## src/rtl/ppu_mem_arbiter.sv

```systemverilog
// Shares the VRAM and OAM ports between CPU, PPU fetchers and OAM DMA,
// applying the LCD-mode lockout rules and running the $FF46 DMA engine.
module ppu_mem_arbiter #(
    parameter int DMA_LEN         = 160,
    parameter int TICKS_PER_BYTE  = 4,
    parameter int DMA_START_DELAY = 4
) (
    input  logic        clk_in,
    input  logic        rst_in,
    input  logic        tick_in,
    input  logic        lcd_en_in,
    input  logic [1:0]  ppu_mode_in,
    input  logic        cpu_req_in,
    input  logic [15:0] cpu_addr_in,
    input  logic        cpu_we_in,
    input  logic [7:0]  cpu_wdata_in,
    output logic [7:0]  cpu_rdata_out,
    output logic        cpu_ack_out,
    input  logic        ppu_vram_req_in,
    input  logic [12:0] ppu_vram_addr_in,
    output logic [7:0]  ppu_vram_data_out,
    output logic        ppu_vram_valid_out,
    input  logic        ppu_oam_req_in,
    input  logic [7:0]  ppu_oam_addr_in,
    output logic [7:0]  ppu_oam_data_out,
    output logic        ppu_oam_valid_out,
    output logic [12:0] vram_addr_out,
    output logic        vram_we_out,
    output logic [7:0]  vram_wdata_out,
    input  logic [7:0]  vram_rdata_in,
    output logic [7:0]  oam_addr_out,
    output logic        oam_we_out,
    output logic [7:0]  oam_wdata_out,
    input  logic [7:0]  oam_rdata_in,
    output logic        dma_src_req_out,
    output logic [15:0] dma_src_addr_out,
    input  logic [7:0]  dma_src_data_in,
    input  logic        dma_src_valid_in,
    output logic        dma_active_out
);

    typedef enum logic [1:0] {
        DMA_IDLE,
        DMA_START,
        DMA_XFER
    } dma_state_t;

    typedef enum logic [2:0] {
        RSP_NONE,
        RSP_VRAM,
        RSP_OAM,
        RSP_FF,
        RSP_ZERO,
        RSP_REG
    } rsp_t;

    localparam logic [7:0] LAST_IDX   = 8'(DMA_LEN - 1);
    localparam logic [7:0] START_LAST = 8'(DMA_START_DELAY - 1);
    localparam logic [7:0] BYTE_LAST  = 8'(TICKS_PER_BYTE - 1);

    dma_state_t state_q, state_d;
    rsp_t       rsp_q, rsp_d;
    logic [7:0] tcnt_q, tcnt_d;
    logic [7:0] idx_q, idx_d;
    logic [7:0] shadow_q, shadow_d;
    logic [7:0] src_hi_q, src_hi_d;
    logic       pend_q, pend_d;
    logic       req_q, req_d;
    logic       pvv_q, pov_q;

    logic act;
    logic cpu_vram_hit, cpu_oam_hit, cpu_void_hit, cpu_dma_hit;
    logic ppu_owns_vram, ppu_owns_oam, cpu_owns_oam;
    logic dma_restart, dma_wr;
    logic ppu_vram_go, ppu_oam_go, cpu_vram_go, cpu_oam_go;

    // Combinational port drives are gated so every output reads 0 in reset
    assign act           = !rst_in;
    assign cpu_vram_hit  = cpu_addr_in[15:13] == 3'b100;
    assign cpu_oam_hit   = cpu_addr_in[15:8] == 8'hFE && cpu_addr_in[7:0] < 8'hA0;
    assign cpu_void_hit  = cpu_addr_in[15:8] == 8'hFE && cpu_addr_in[7:0] >= 8'hA0;
    assign cpu_dma_hit   = cpu_addr_in == 16'hFF46;
    assign ppu_owns_vram = lcd_en_in && ppu_mode_in == 2'd3;
    assign ppu_owns_oam  = lcd_en_in && ppu_mode_in[1];
    assign cpu_owns_oam  = !dma_active_out && !ppu_owns_oam;
    assign dma_restart   = act && cpu_req_in && cpu_we_in && cpu_dma_hit;
    assign dma_wr        = act && pend_q && dma_src_valid_in && !dma_restart;
    assign ppu_vram_go   = act && ppu_vram_req_in && ppu_owns_vram;
    assign ppu_oam_go    = act && ppu_oam_req_in && ppu_owns_oam && !dma_wr;
    assign cpu_vram_go   = act && cpu_req_in && cpu_vram_hit && !ppu_owns_vram;
    assign cpu_oam_go    = act && cpu_req_in && cpu_oam_hit && cpu_owns_oam;

    always_comb begin
        rsp_d = RSP_NONE;
        if (act && cpu_req_in) begin
            unique case (1'b1)
                cpu_vram_hit: rsp_d = cpu_we_in ? RSP_ZERO :
                                      (ppu_owns_vram ? RSP_FF : RSP_VRAM);
                cpu_oam_hit:  rsp_d = cpu_we_in ? RSP_ZERO :
                                      (cpu_owns_oam ? RSP_OAM : RSP_FF);
                cpu_void_hit: rsp_d = RSP_ZERO;
                cpu_dma_hit:  rsp_d = cpu_we_in ? RSP_ZERO : RSP_REG;
                default:      rsp_d = RSP_NONE;
            endcase
        end
    end

    always_comb begin
        vram_addr_out  = 13'h0;
        vram_we_out    = 1'b0;
        vram_wdata_out = 8'h00;
        if (ppu_vram_go) begin
            vram_addr_out = ppu_vram_addr_in;
        end else if (cpu_vram_go) begin
            vram_addr_out  = cpu_addr_in[12:0];
            vram_we_out    = cpu_we_in;
            vram_wdata_out = cpu_we_in ? cpu_wdata_in : 8'h00;
        end
    end

    always_comb begin
        oam_addr_out  = 8'h00;
        oam_we_out    = 1'b0;
        oam_wdata_out = 8'h00;
        if (dma_wr) begin
            oam_addr_out  = idx_q;
            oam_we_out    = 1'b1;
            oam_wdata_out = dma_src_data_in;
        end else if (ppu_oam_go) begin
            oam_addr_out = ppu_oam_addr_in;
        end else if (cpu_oam_go) begin
            oam_addr_out  = cpu_addr_in[7:0];
            oam_we_out    = cpu_we_in;
            oam_wdata_out = cpu_we_in ? cpu_wdata_in : 8'h00;
        end
    end

    always_comb begin
        state_d  = state_q;
        tcnt_d   = tcnt_q;
        idx_d    = idx_q;
        pend_d   = pend_q;
        req_d    = 1'b0;
        shadow_d = shadow_q;
        src_hi_d = src_hi_q;
        unique case (state_q)
            DMA_IDLE: ;
            DMA_START: begin
                if (tick_in) begin
                    if (tcnt_q == START_LAST) begin
                        state_d = DMA_XFER;
                        tcnt_d  = 8'h00;
                        req_d   = 1'b1;
                        pend_d  = 1'b1;
                    end else begin
                        tcnt_d = tcnt_q + 8'd1;
                    end
                end
            end
            DMA_XFER: begin
                if (dma_wr) begin
                    pend_d = 1'b0;
                    if (idx_q == LAST_IDX) begin
                        state_d = DMA_IDLE;
                        idx_d   = 8'h00;
                    end else begin
                        idx_d = idx_q + 8'd1;
                    end
                end
                // A byte slot with its request still outstanding is skipped
                if (tick_in) begin
                    if (tcnt_q == BYTE_LAST) begin
                        tcnt_d = 8'h00;
                        if (!pend_q) begin
                            req_d  = 1'b1;
                            pend_d = 1'b1;
                        end
                    end else begin
                        tcnt_d = tcnt_q + 8'd1;
                    end
                end
            end
            default: state_d = DMA_IDLE;
        endcase
        if (dma_restart) begin
            shadow_d = cpu_wdata_in;
            src_hi_d = cpu_wdata_in >= 8'hE0 ? (cpu_wdata_in & 8'hDF) : cpu_wdata_in;
            state_d  = DMA_START;
            tcnt_d   = 8'h00;
            idx_d    = 8'h00;
            pend_d   = 1'b0;
            req_d    = 1'b0;
        end
    end

    always_ff @(posedge clk_in or posedge rst_in) begin
        if (rst_in) begin
            state_q  <= DMA_IDLE;
            rsp_q    <= RSP_NONE;
            tcnt_q   <= 8'h00;
            idx_q    <= 8'h00;
            shadow_q <= 8'h00;
            src_hi_q <= 8'h00;
            pend_q   <= 1'b0;
            req_q    <= 1'b0;
            pvv_q    <= 1'b0;
            pov_q    <= 1'b0;
        end else begin
            state_q  <= state_d;
            rsp_q    <= rsp_d;
            tcnt_q   <= tcnt_d;
            idx_q    <= idx_d;
            shadow_q <= shadow_d;
            src_hi_q <= src_hi_d;
            pend_q   <= pend_d;
            req_q    <= req_d;
            pvv_q    <= ppu_vram_go;
            pov_q    <= ppu_oam_go;
        end
    end

    always_comb begin
        unique case (rsp_q)
            RSP_VRAM: cpu_rdata_out = vram_rdata_in;
            RSP_OAM:  cpu_rdata_out = oam_rdata_in;
            RSP_FF:   cpu_rdata_out = 8'hFF;
            RSP_REG:  cpu_rdata_out = shadow_q;
            default:  cpu_rdata_out = 8'h00;
        endcase
    end

    assign cpu_ack_out        = rsp_q != RSP_NONE;
    assign ppu_vram_valid_out = pvv_q;
    assign ppu_vram_data_out  = pvv_q ? vram_rdata_in : 8'h00;
    assign ppu_oam_valid_out  = pov_q;
    assign ppu_oam_data_out   = pov_q ? oam_rdata_in : 8'h00;
    assign dma_src_req_out    = req_q;
    assign dma_src_addr_out   = {src_hi_q, idx_q};
    assign dma_active_out     = state_q != DMA_IDLE;

endmodule

```

## config.mk

```make
export PLATFORM = sky130hd
export DESIGN_NAME = ppu_mem_arbiter
export DESIGN_NICKNAME = d
export VERILOG_FILES = /design/src/rtl/ppu_mem_arbiter.sv
export SDC_FILE = /design/constraint.sdc
export NUM_CORES = 1
export LEC_CHECK = 0
export CORE_ASPECT_RATIO = 0.5
export CORE_MARGIN = 2
export CORE_UTILIZATION = 30
export CTS_CLUSTER_SIZE = 8
export DETAILED_ROUTE_END_ITERATION = 16
export PLACE_DENSITY = 0.75
export SYNTH_ARGS = -nofsm -noshare
export SYNTH_HDL_FRONTEND = slang
export SYNTH_SLANG_ARGS = --single-unit
```

## constraint.sdc

```tcl
create_clock -name clk_in -period 8.9 [get_ports clk_in]
set_clock_uncertainty 0.2 [all_clocks]
set_input_delay 1.78 -clock clk_in [delete_from_list [all_inputs] [get_ports clk_in]]
set_output_delay 1.78 -clock clk_in [all_outputs]
set_load 0.05 [all_outputs]
```

* Yosys cells after proc, flatten, opt, wreduce, memory -nomap -nowiden
Index checks and enable logic that the tools add are counted.
Operators by class: mux-type cells 56, reductions and logical operators 39, magnitude comparators 3, $add $sub $neg 2, eq/ne operators 17
Operators with widths (count):
- two-way mux 8 bit | 19
- case mux 8 bit (4 select lines) | 1
- two-way mux 13 bit | 2
- logical AND 1 bit | 20
- two-way mux 1 bit | 20
- adder 8 x 1 -> 8 bit, second input constant | 2
- equality test 16 bit, second input constant | 1
- equality test 8 bit, second input constant | 2
- >= comparator 8 bit, second input constant | 2
- two-way mux 2 bit | 6
- != test 3 bit, second input constant | 4
- case mux 3 bit (4 select lines) | 1
- nonzero test 2 bit | 5
- two-way mux 3 bit | 3
- equality test 8 x 2 -> 1 bit, second input constant | 1
- less-than comparator 8 bit, second input constant | 1
- equality test 3 x 2 -> 1 bit, second input constant | 2
- equality test 3 bit, second input constant | 2
- zero test 1 bit | 6
- two-way mux 6 bit | 1
- case mux 2 bit (3 select lines) | 1
- nonzero test 3 bit | 2
- AND reduction 5 bit | 1
- equality test 2 bit, second input constant | 2
- other kinds (8) | 10
Word-level totals: register bits after elaboration 41, input bits 80, word-level logic and storage cells 127, output and inout bits 84

* Logic depth before layout (Yosys ltp)
word-level depth 12, gate-level depth with buffers 8, mapped depth without buffers 6

* Least setup slack after synthesis
No wires, ideal clock.
path kind input -> output, start point in rst_in, end point out vram_addr_out[10], path buffers 1, required time 6920 ps, stages 5, path slack 3067 ps, arrival time 3853 ps, cells stage by stage inv_1 nand2_1 nor3_1 clkbuf_1 a22o_1
Between the ends: cells in the longest elaborated chain, start to end 6, elaborated cells between the ends (all ways) 8, those cells by class mux (2); reduce/logical (6)
Ends and longest elaborated chain:
- start: declaration | line 9 | input logic rst_in,
- zero test 1 bit (no source line) *
- logical AND 1 bit (3 in a row) | line 90 | assign cpu_vram_go = act && cpu_req_in && cpu_vram_hit && !ppu_owns_vram;
- two-way mux 13 bit | line 114 | end else if (cpu_vram_go) begin
- two-way mux 13 bit * | line 112 | if (ppu_vram_go) begin
- end: declaration | line 27 | output logic [12:0] vram_addr_out,
Every way passes the cells marked *; elsewhere a longest branch is shown, timed or not.

* Worst setup path in the final report
start point in cpu_we_in, end point out oam_addr_out[3]
Between the ends: cells in the longest elaborated chain, start to end 8
Ends and longest elaborated chain:
- start: declaration | line 15 | input logic cpu_we_in,
- logical AND 1 bit * (2 in a row) | line 86 | assign dma_restart = act && cpu_req_in && cpu_we_in && cpu_dma_hit;
- zero test 1 bit * | line 87 | assign dma_wr = act && pend_q && dma_src_valid_in && !dma_restart;
- logical AND 1 bit * | line 87
- zero test 1 bit | line 89 | assign ppu_oam_go = act && ppu_oam_req_in && ppu_owns_oam && !dma_wr;
- logical AND 1 bit | line 89
- two-way mux 8 bit | line 129 | end else if (ppu_oam_go) begin
- two-way mux 8 bit * | line 125 | if (dma_wr) begin
- end: declaration | line 31 | output logic [7:0] oam_addr_out,
Marks and branches as above.

==> out/metrics.yaml <==
synth.area.mux_share_pct: 10.5
holdPathStages: 1
synth_top_family_by_area: "simple AND/OR/NAND/NOR gates"
start_util_pct: 31.3
path_max_fanout: 24
grt_pass1_wl_um: 14600
start_kind: "primary input"
cpMostUsedCell: "clkdlybuf4s50_1"
syn_nets: 400
synth_xor_area_share_pct: 2.86
grt_usage_pct: 17.8
grt_max_degree: 37
clock_power_share_pct: 42.7
tns_ns: 0
clkTransAtPathRegs_ns: 0.05
clock-sinks: 34
p_seq_share_pct: 38.5
cts_made_buffers: 5
slowest_stage: "a21boi_2"
rows: 24
worst-setup-path-type: "in2out"
hold_violations: 0
synth-simple-area-share_pct: 27.1
clk_latency_ns: 0.28
combPwrFrac_pct: 18.8
stdcell_area_mm2: 0.00453
rsz0062_at_grt: "no"
dr.pass1.iters: 4
crit_path_end_kind: "output pin"
fp.dieH_um: 71.8
slew_headroom_pct: 16.2
setup_violations: 0
cts_tree: "done"
n_antenna_cell: 0
h-tree-depth: 2
crit_path_cell_trace: "clkdlybuf4s50_1, nand3b_1, nor2_1, a21boi_2, mux2_2, clkdlybuf4s50_1"
dpl.hpwl_um: 7170
synth_edf_count: 0
cts.hold.buffers_added: 0
worstReg2RegEnd: "state_q[1]"
clockBufferDepth: 2
synth_compound_area_share_pct: 18.2
hold_class: "reg2reg"
synthCells: 315
pre_cts_ws_ns: 2.10
clock.fmax_ghz: 0.146
synth_seq_cells: 34
async_reset_ff_share_pct: 100
reg2reg_depth: 5
min_to: "src_hi_q[5]"
dieArea_mm2: 0.0100
syn_area_mm2: 0.00276
detail-route-antenna-nets: 0
arrival_ns: 4.85
gp_congestion: 0.809
slowest_delay_ns: 0.84
ios: 164
synth.distinct_cells: 52
seq_area_frac_synth_pct: 30.8
yosysWarnings: 0
r2r-start: "idx_q[0]"
fin_crit_ns: 6.83
place_area_mm2: 0.00438
ir_drop_mv: 0.0653
ys.flop_type: "dfrtp_1"
avgRoutedWirePerCell_um: 15.9
hold_start: "src_hi_q[5]"
grt_antenna_before_repair: 0
sw_frac_of_total_pct: 24.1
synth_fa_ha_area_share_pct: 2.27
reg2reg_slack_ns: 6.65
net-switching-power_uw: 97.7
postCtsSetupBuffers: 0
via_per_inst: 5.06
chipWidth_um: 140
drc: 0
p_per_area_mw_per_mm2: 89.5
avgSynthCellArea_um2: 8.76
vias: 2909
grt_pass1_vias: 2789
cts_resized: 0
drv_slew: 0
root_buffer: "clkbuf_16"
overflow: 0
drive_above_1_share_pct: 6.99
postLayoutSetupSlackWorst_ns: 2.07
internal_power_uw: 307
core_area_mm2: 0.00883
worst_slew_pin_slew_ns: 1.25
wl_um: 9130
leakage_uw: 0.00188
port_buffers: 163
areaGrowthSynthToFinish_pct: 64.1
drt-initial-drc-count: 128
crit_required_ns: 6.92
layout.nets: 542
outcome: "complete, no violations"
maxCapViolations: 0
period_share_pct: 76.7
==> worst max-delay path, delay by kind of cell <==
family	cells	cell delay [ns]
and+or+nand+nor	2	0.32
muxes	1	0.42
AOI/OAI and AO/OA	1	0.84
buffers and inverters	2	1.48
==> cell usage after synthesis, types with 5 or more instances <==
cell | number | area (µm²)
nor2_1 | 12 | 45.0
nand2_1 | 25 | 93.8
mux2_2 | 15 | 169
and2_1 | 21 | 131
dfrtp_1 | 34 | 851
o21ai_0 | 11 | 55.1
and3_1 | 13 | 81.3
nand4_1 | 15 | 93.8
mux2i_1 | 9 | 90.1
a22o_1 | 13 | 114
a21o_1 | 8 | 60.1
ha_1 | 5 | 62.6
nor3_1 | 14 | 70.1
inv_1 | 13 | 48.8
xor2_1 | 7 | 61.3
clkbuf_1 | 14 | 52.6
a21oi_1 | 17 | 85.1
a32o_1 | 8 | 80.1
buf_4 | 7 | 52.6
==> how the worst max path moves through the flow <==
stage	start	slack (ns)	endpoint
floorplan	rst_in	3.07	vram_addr_out[10]
global placement	cpu_we_in	2.15	oam_addr_out[6]
detailed placement	cpu_we_in	2.10	oam_addr_out[3]
CTS	cpu_we_in	2.12	oam_addr_out[3]
global route	cpu_we_in	1.86	oam_addr_out[3]
finish	cpu_we_in	2.07	oam_addr_out[3]
==> state kept, by name (all words and copies together), names as in the netlist <==
name	count
idx_q	8
shadow_q	8
tcnt_q	8
rsp_q	3
state_q	2
dma_src_req_out	1
pend_q	1
ppu_oam_valid_out	1
ppu_vram_valid_out	1
src_hi_q	1
==> layout make-up <==
| cell class | count | area, µm² |
|---|---|---|
| Fill cell | 857 | 4300 |
| Clock inverter | 2 | 12.5 |
| Tap cell | 117 | 146 |
| Inverter | 13 | 48.8 |
| Clock buffer | 6 | 139 |
| Timing Repair Buffer | 164 | 1640 |
| Multi-Input combinational cell | 239 | 1690 |
| Sequential cell | 34 | 851 |
==> routing by layer <==
layer | up-vias | wire length [µm] | part of all wire (%) | global-route usage [%]
li1 | 1444 | - | - | -
met4 | 0 | 149 | 1.6 | 5.00
met2 | 64 | 4460 | 49 | 30.6
met3 | 17 | 360 | 3.9 | 3.14
met1 | 1384 | 4160 | 46 | 23.5
met5 | - | 0 | 0 | 0
==> cells by family (layout without fill, tap and decap cells) <==
family                     after synthesis  in the layout
DFF                                     34             34
adders and majority gates                5              5
xor gates and xnor gates                 9              9
and+or+nand+nor                        128            128
muxes                                   26             26
AOI/OAI and AO/OA                       71             71
buffers and inverters                   42            185
==> cells in the final DEF (no fill, tap or decap), types with 3 or more instances in the layout <==
master           instances
a21oi_1                 17
o21ai_0                 11
and2_1                  21
a32o_1                   8
dfrtp_1                 34
clkdlybuf4s50_1        163
and3_1                  13
ha_1                     5
and4_1                   3
mux2i_1                  9
mux2_2                  15
nor4_1                   3
a21boi_0                 3
nand2_1                 25
nand3_1                  3
a21o_1                   8
clkbuf_16                5
nor3_1                  13
inv_1                   13
and3b_1                  3
nor2_1                  12
a22o_1                  13
nand4_1                 15
xor2_1                   7
==> stage by stage <==
step	hold WS (ns)	instances	util [%]	total power (µW)
3_3_place_gp	0.290	567	49.6	234
4_1_cts	0.328	575	51.3	410
2_1_floorplan	0.281	315	-	185
5_1_grt	0.337	575	51.3	421
3_5_place_dp	0.303	567	49.6	234
6_report	0.325	575	51.3	405
==> power by group through the flow <==
stage	registers, µW	logic [µW]	clock network (µW)
after floorplan	159	26.0	0
after global placement	159	75.5	0
after detailed placement	159	75.8	0
after CTS	156	76.2	178
after global routing	156	81.0	185
final	156	76.1	173
Note: power is estimated with default switching activity, not from simulation.
